[src/rtl/pwm_pulse_ctrl.sv]
// pwm_pulse_ctrl: software register bank, prescaled tick generator and
// double-buffered ON/OFF update front-end for the downstream PWM core.
`timescale 1ns/1ps
module pwm_pulse_ctrl #(
  parameter logic [7:0] DEFAULT_PRESCALE = 8'd99
) (
  input  logic       clk,
  input  logic       reset,
  input  logic       we,
  input  logic [1:0] addr,
  input  logic [7:0] wdata,
  output logic [7:0] rdata,
  input  logic       pwm_out,
  output logic       pwm_pulse,
  output logic [7:0] pwm_on_reg,
  output logic [7:0] pwm_off_reg,
  output logic       sync_reset
);

  localparam logic [1:0] ADDR_CTRL      = 2'd0;
  localparam logic [1:0] ADDR_ON_STAGE  = 2'd1;
  localparam logic [1:0] ADDR_OFF_STAGE = 2'd2;
  localparam logic [1:0] ADDR_PRESCALE  = 2'd3;

  localparam logic [0:0] ST_IDLE    = 1'b0;
  localparam logic [0:0] ST_PENDING = 1'b1;

  logic       enable;
  logic [7:0] on_stage;
  logic [7:0] off_stage;
  logic [7:0] prescale;
  logic [7:0] cnt;
  logic       pwm_out_d1;
  logic [0:0] state;
  logic [0:0] state_next;

  logic ctrl_we;
  logic update_req;
  logic pending;
  logic pwm_rise;
  logic commit;

  assign ctrl_we    = we && (addr == ADDR_CTRL);
  assign update_req = ctrl_we && wdata[1];
  assign pending    = (state == ST_PENDING);
  assign pwm_rise   = pwm_out && !pwm_out_d1;
  // An idle core (ON count 0) never rises, and a disabled block has no
  // period to tear, so either lets the staged values through at once.
  assign commit     = pending && (!enable || pwm_rise || (pwm_on_reg == 8'd0));

  // Software-visible register bank; update_req and force_rst are strobes, not stored.
  // NOTE: reset is asynchronous, so every flop in this block sits in the sensitivity list edge and must have a reset branch.
  always_ff @(posedge clk or posedge reset) begin
    if (reset) begin
      enable    <= 1'b0;
      on_stage  <= 8'd0;
      off_stage <= 8'd0;
      prescale  <= DEFAULT_PRESCALE;
    end else if (we) begin
      // NOTE: non-blocking assignments keep every flop sampling pre-edge values regardless of block order.
      case (addr)
        ADDR_CTRL:      enable    <= wdata[0];
        ADDR_ON_STAGE:  on_stage  <= wdata;
        ADDR_OFF_STAGE: off_stage <= wdata;
        default:        prescale  <= wdata;
      endcase
    end
  end

  // Prescaler: down-counter that emits a one-cycle tick and reloads on zero.
  always_ff @(posedge clk or posedge reset) begin
    if (reset) begin
      cnt       <= DEFAULT_PRESCALE;
      pwm_pulse <= 1'b0;
    end else if (!enable) begin
      cnt       <= prescale;
      pwm_pulse <= 1'b0;
    end else if (cnt == 8'd0) begin
      cnt       <= prescale;
      pwm_pulse <= 1'b1;
    end else begin
      cnt       <= cnt - 8'd1;
      pwm_pulse <= 1'b0;
    end
  end

  // Update FSM next state: a new request while committing keeps the request alive.
  always_comb begin
    // NOTE: default first so every path assigns state_next and no latch is inferred.
    state_next = state;
    case (state)
      ST_IDLE:    if (update_req) state_next = ST_PENDING;
      default:    if (commit && !update_req) state_next = ST_IDLE;
    endcase
  end

  // Update FSM state register.
  always_ff @(posedge clk or posedge reset) begin
    if (reset) state <= ST_IDLE;
    else       state <= state_next;
  end

  // Active ON/OFF values: loaded from the staging registers only on commit.
  always_ff @(posedge clk or posedge reset) begin
    if (reset) begin
      pwm_on_reg  <= 8'd0;
      pwm_off_reg <= 8'd0;
    end else if (commit) begin
      pwm_on_reg  <= on_stage;
      pwm_off_reg <= off_stage;
    end
  end

  // Core clear: pulse on force_rst or on an enable 1->0 transition.
  always_ff @(posedge clk or posedge reset) begin
    if (reset) sync_reset <= 1'b0;
    else       sync_reset <= ctrl_we && (wdata[2] || (enable && !wdata[0]));
  end

  // Delayed copy of the core output for rising-edge detection.
  always_ff @(posedge clk or posedge reset) begin
    if (reset) pwm_out_d1 <= 1'b0;
    else       pwm_out_d1 <= pwm_out;
  end

  // Combinational register readback.
  always_comb begin
    rdata = 8'd0;
    case (addr)
      ADDR_CTRL:      rdata = {6'b0, pending, enable};
      ADDR_ON_STAGE:  rdata = on_stage;
      ADDR_OFF_STAGE: rdata = off_stage;
      ADDR_PRESCALE:  rdata = prescale;
      default:        rdata = 8'd0;
    endcase
  end

endmodule

[config.mk]
export PLATFORM = sky130hd
export DESIGN_NAME = pwm_pulse_ctrl
export DESIGN_NICKNAME = d
export VERILOG_FILES = /design/src/rtl/pwm_pulse_ctrl.sv
export SDC_FILE = /design/constraint.sdc
export NUM_CORES = 1
export LEC_CHECK = 0
export ABC_AREA = 1
export CAP_MARGIN = 20
export CELL_PAD_IN_SITES_DETAIL_PLACEMENT = 0
export CELL_PAD_IN_SITES_GLOBAL_PLACEMENT = 2
export CORE_MARGIN = 2
export CORE_UTILIZATION = 35
export DETAILED_ROUTE_END_ITERATION = 12
export PLACE_DENSITY_LB_ADDON = 0.3
export SETUP_SLACK_MARGIN = 0.15
export SKIP_LAST_GASP = 1
export SLEW_MARGIN = 20
export SYNTH_ARGS = -nofsm -noshare
export SYNTH_HDL_FRONTEND = slang
export SYNTH_SLANG_ARGS = --single-unit
[constraint.sdc]
create_clock -name clk -period 2.8 [get_ports clk]
set_input_delay 0.42 -clock clk [delete_from_list [all_inputs] [get_ports clk]]
set_output_delay 0.42 -clock clk [all_outputs]
set_load 0.01 [all_outputs]
==> results.cfg <==
[clock_tree]
clk_transition_reported_paths_ns = 0.10
postCtsSetupRepairBufs = 0
clkSinkCount = 53
cts_tree = built
htree_levels = 2
cts_hold_buf = 0
clock_latency_ns = 0.31
clockBufferDepth = 2
cts-root-buf = clkbuf_8
cts_resized = 0
cts_inserted_buffers = 5

[worst_setup_path]
required_ns = 2.38
path_class = primary input to output pin
crit_end = rdata[5]
worst_setup_path_end_kind = output pin
reg2reg_to = cnt[1]
path_max_fanout = 9
startpoint_type = primary input
cp-startpoint = addr[0]
reg2reg_slack_ns = 1.02
reg2reg_from = cnt[0]
critPathArrivalTime_ns = 2.03
rr_worst_depth = 7

[synth]
yosysSeqAreaShare = 0.529
syn_nets = 297
syn_area_sq_um = 2530
synth_most_common_cell = nand2_1
synthTopCellsByArea = dfrtp_1 45%, nand2_1 15%, dfstp_2 8.3%
synth_edf_count = 0
synth_ff_type = dfrtp_1
synth.avg_cell_area_sq_um = 8.99
synthTopCellsByCount = 99 x nand2_1, 45 x dfrtp_1, 24 x o21ai_2, 22 x nand3_1, 21 x inv_1
post-synth-top-area-cell = dfrtp_1
synthCells = 281
synth_top_area_frac = 0.446
synthArstFlopShare = 1.00
ys_warn_count = 0
synth_seq_cells = 53
synth_cell_type_count = 28

[power_and_ir_drop]
combPwrFrac = 0.322
switching_share = 0.327
p_switching_mw = 0.842
pwr-share-clk = 0.237
p_int_mw = 1.73
p_seq_frac = 0.441
p_leak_nw = 1.47
irDropWorstVdd_uv = 256
power.density_nw_per_um2 = 826

[die]
die-area_sq_um = 7910
coreArea_sq_um = 6910
die_y_microns = 89.0
row_count = 30
ios = 40
chipWidth_microns = 89.0
initial_core_util = 0.366

[place]
gp_congestion = 0.819
hpwl_microns = 4380
portBuffers = 39
dpl_cell_area_sq_um = 2990

[outcome]
outcome = finished, final reports clean

[sta]
finalCriticalPeriod_ns = 2.45
grt_setup_unrepaired = no
fmax_mhz = 408
finalSetupTns_ns = 0
setup_viol = 0
tightest_slew_ns = 0.541
hold_viol = 0
relSlewSlack = 0.639
maxSlewViolCount = 0
fin_crit_sh = 0.876
skew_ns = 0.00683

[cells_and_area]
area.growth.synth_to_final_pct = 23.5
antennaDiodeCount = 0
fillers = 726
drive_gt1_frac = 0.183
fin_area_sq_um = 3120
nNetsFinal = 338

[grt]
grt_first_pass_wirelength_microns = 9800
grt_pass1_vias = 1965
grt_util_all_layers = 0.164
grt_overflow = 0
antenna_found_initial = 0
grt_start_max_net_pins = 27

[drt]
drtAntennaViolNets = 0
wl_microns = 5780
first_iter_violations = 113
firstDrtPassIters = 4
drcViolationCount = 0
vias_per_cell = 4.54
via_count = 1902
post_drt_wl_per_cell_microns = 13.8

[flow_run]
maxCapViolations = 0

[min_path]
min_path_type = primary input to async pin
==> power groups by stage <==
stage | Clock, mW | Sequential (mW) | Combinational, mW
2_1_floorplan | 0 | 1.16 | 0.458
3_3_place_gp | 0 | 1.15 | 0.837
3_5_place_dp | 0 | 1.15 | 0.842
4_1_cts | 0.627 | 1.14 | 0.846
5_1_grt | 0.653 | 1.17 | 0.952
6_report | 0.610 | 1.14 | 0.830
==> cell families after synthesis <==
| logic type | synth area share |
|---|---|
| buf+inv | 0.0674 |
| xor+xnor | 0.0104 |
| flops | 0.529 |
| compound gates | 0.123 |
| fa+ha+maj | 0.00990 |
| simple gates | 0.260 |
==> cell type report <==
| type | count | area, sq um | share of cell area |
|---|---|---|---|
| flip-flops and latches | 53 | 1340 | 0.428 |
| clock inverters | 3 | 65.1 | 0.0209 |
| multi-input cells | 195 | 1020 | 0.327 |
| clock buffers | 5 | 68.8 | 0.0221 |
| repair buffers | 42 | 413 | 0.132 |
| well taps | 96 | 120 | 0.0385 |
| inverters | 25 | 97.6 | 0.0313 |
==> metrics by stage <==
| step | util | total power, mW | hold WS (ns) | worst slack [ns] | cells |
|---|---|---|---|---|---|
| finish | 0.452 | 2.58 | 0.477 | 0.347 | 419 |
| global route | 0.452 | 2.77 | 0.496 | 0.200 | 419 |
| CTS | 0.452 | 2.61 | 0.482 | 0.334 | 419 |
| detailed placement | 0.432 | 2.00 | 0.457 | 0.338 | 411 |
| global placement | 0.432 | 1.99 | 0.458 | 0.342 | 411 |
| floorplan | - | 1.62 | 0.451 | 1.11 | 281 |
==> routing by layer <==
layer | global-route usage | part of all wire | wire (microns) | vias to the layer above
li1 | - | - | - | 981
met1 | 0.247 | 0.50 | 2900 | 880
met2 | 0.248 | 0.46 | 2630 | 38
met3 | 0.0249 | 0.036 | 207 | 3
met4 | 0.0448 | 0.0057 | 33 | 0
met5 | 0 | 0 | 0 | -
==> cell usage in the layout (no fill, tap or decap), types with 2 or more instances in the layout <==
master,synthesis,layout
nor2_1,14,14
nand2_1,99,99
a21oi_1,2,2
dfstp_2,8,8
o21ai_0,7,7
clkdlybuf4s50_1,0,39
bufinv_16,0,2
nand2_4,5,5
dfrtp_1,45,45
o21ai_2,24,24
clkinv_2,1,2
nor2_2,2,2
ha_1,2,2
o21ai_1,2,2
inv_1,21,20
clkbuf_8,0,5
buf_4,1,3
nand4_1,4,4
nand2_2,2,2
nand3_1,22,22
inv_2,2,3
o211ai_1,4,4
xnor2_1,2,2
==> critical path, stage by stage <==
cell             delay [ns]
clkdlybuf4s50_1        0.52
inv_2                  0.07
nor2_4                 0.22
nand2_1                0.08
o211ai_1               0.13
clkdlybuf4s50_1        0.58
==> worst min path at each step <==
stage | to | slack, ns | cells past startpoint
finish | prescale[3] | 0.48 | 2
detailed placement | pwm_off_reg[2] | 0.46 | 2
CTS | pwm_off_reg[2] | 0.48 | 2
global placement | pwm_off_reg[1] | 0.46 | 2
global route | pwm_off_reg[6] | 0.50 | 2
floorplan | pwm_out_d1 | 0.45 | 0
(Power assumes the default switching activity.)
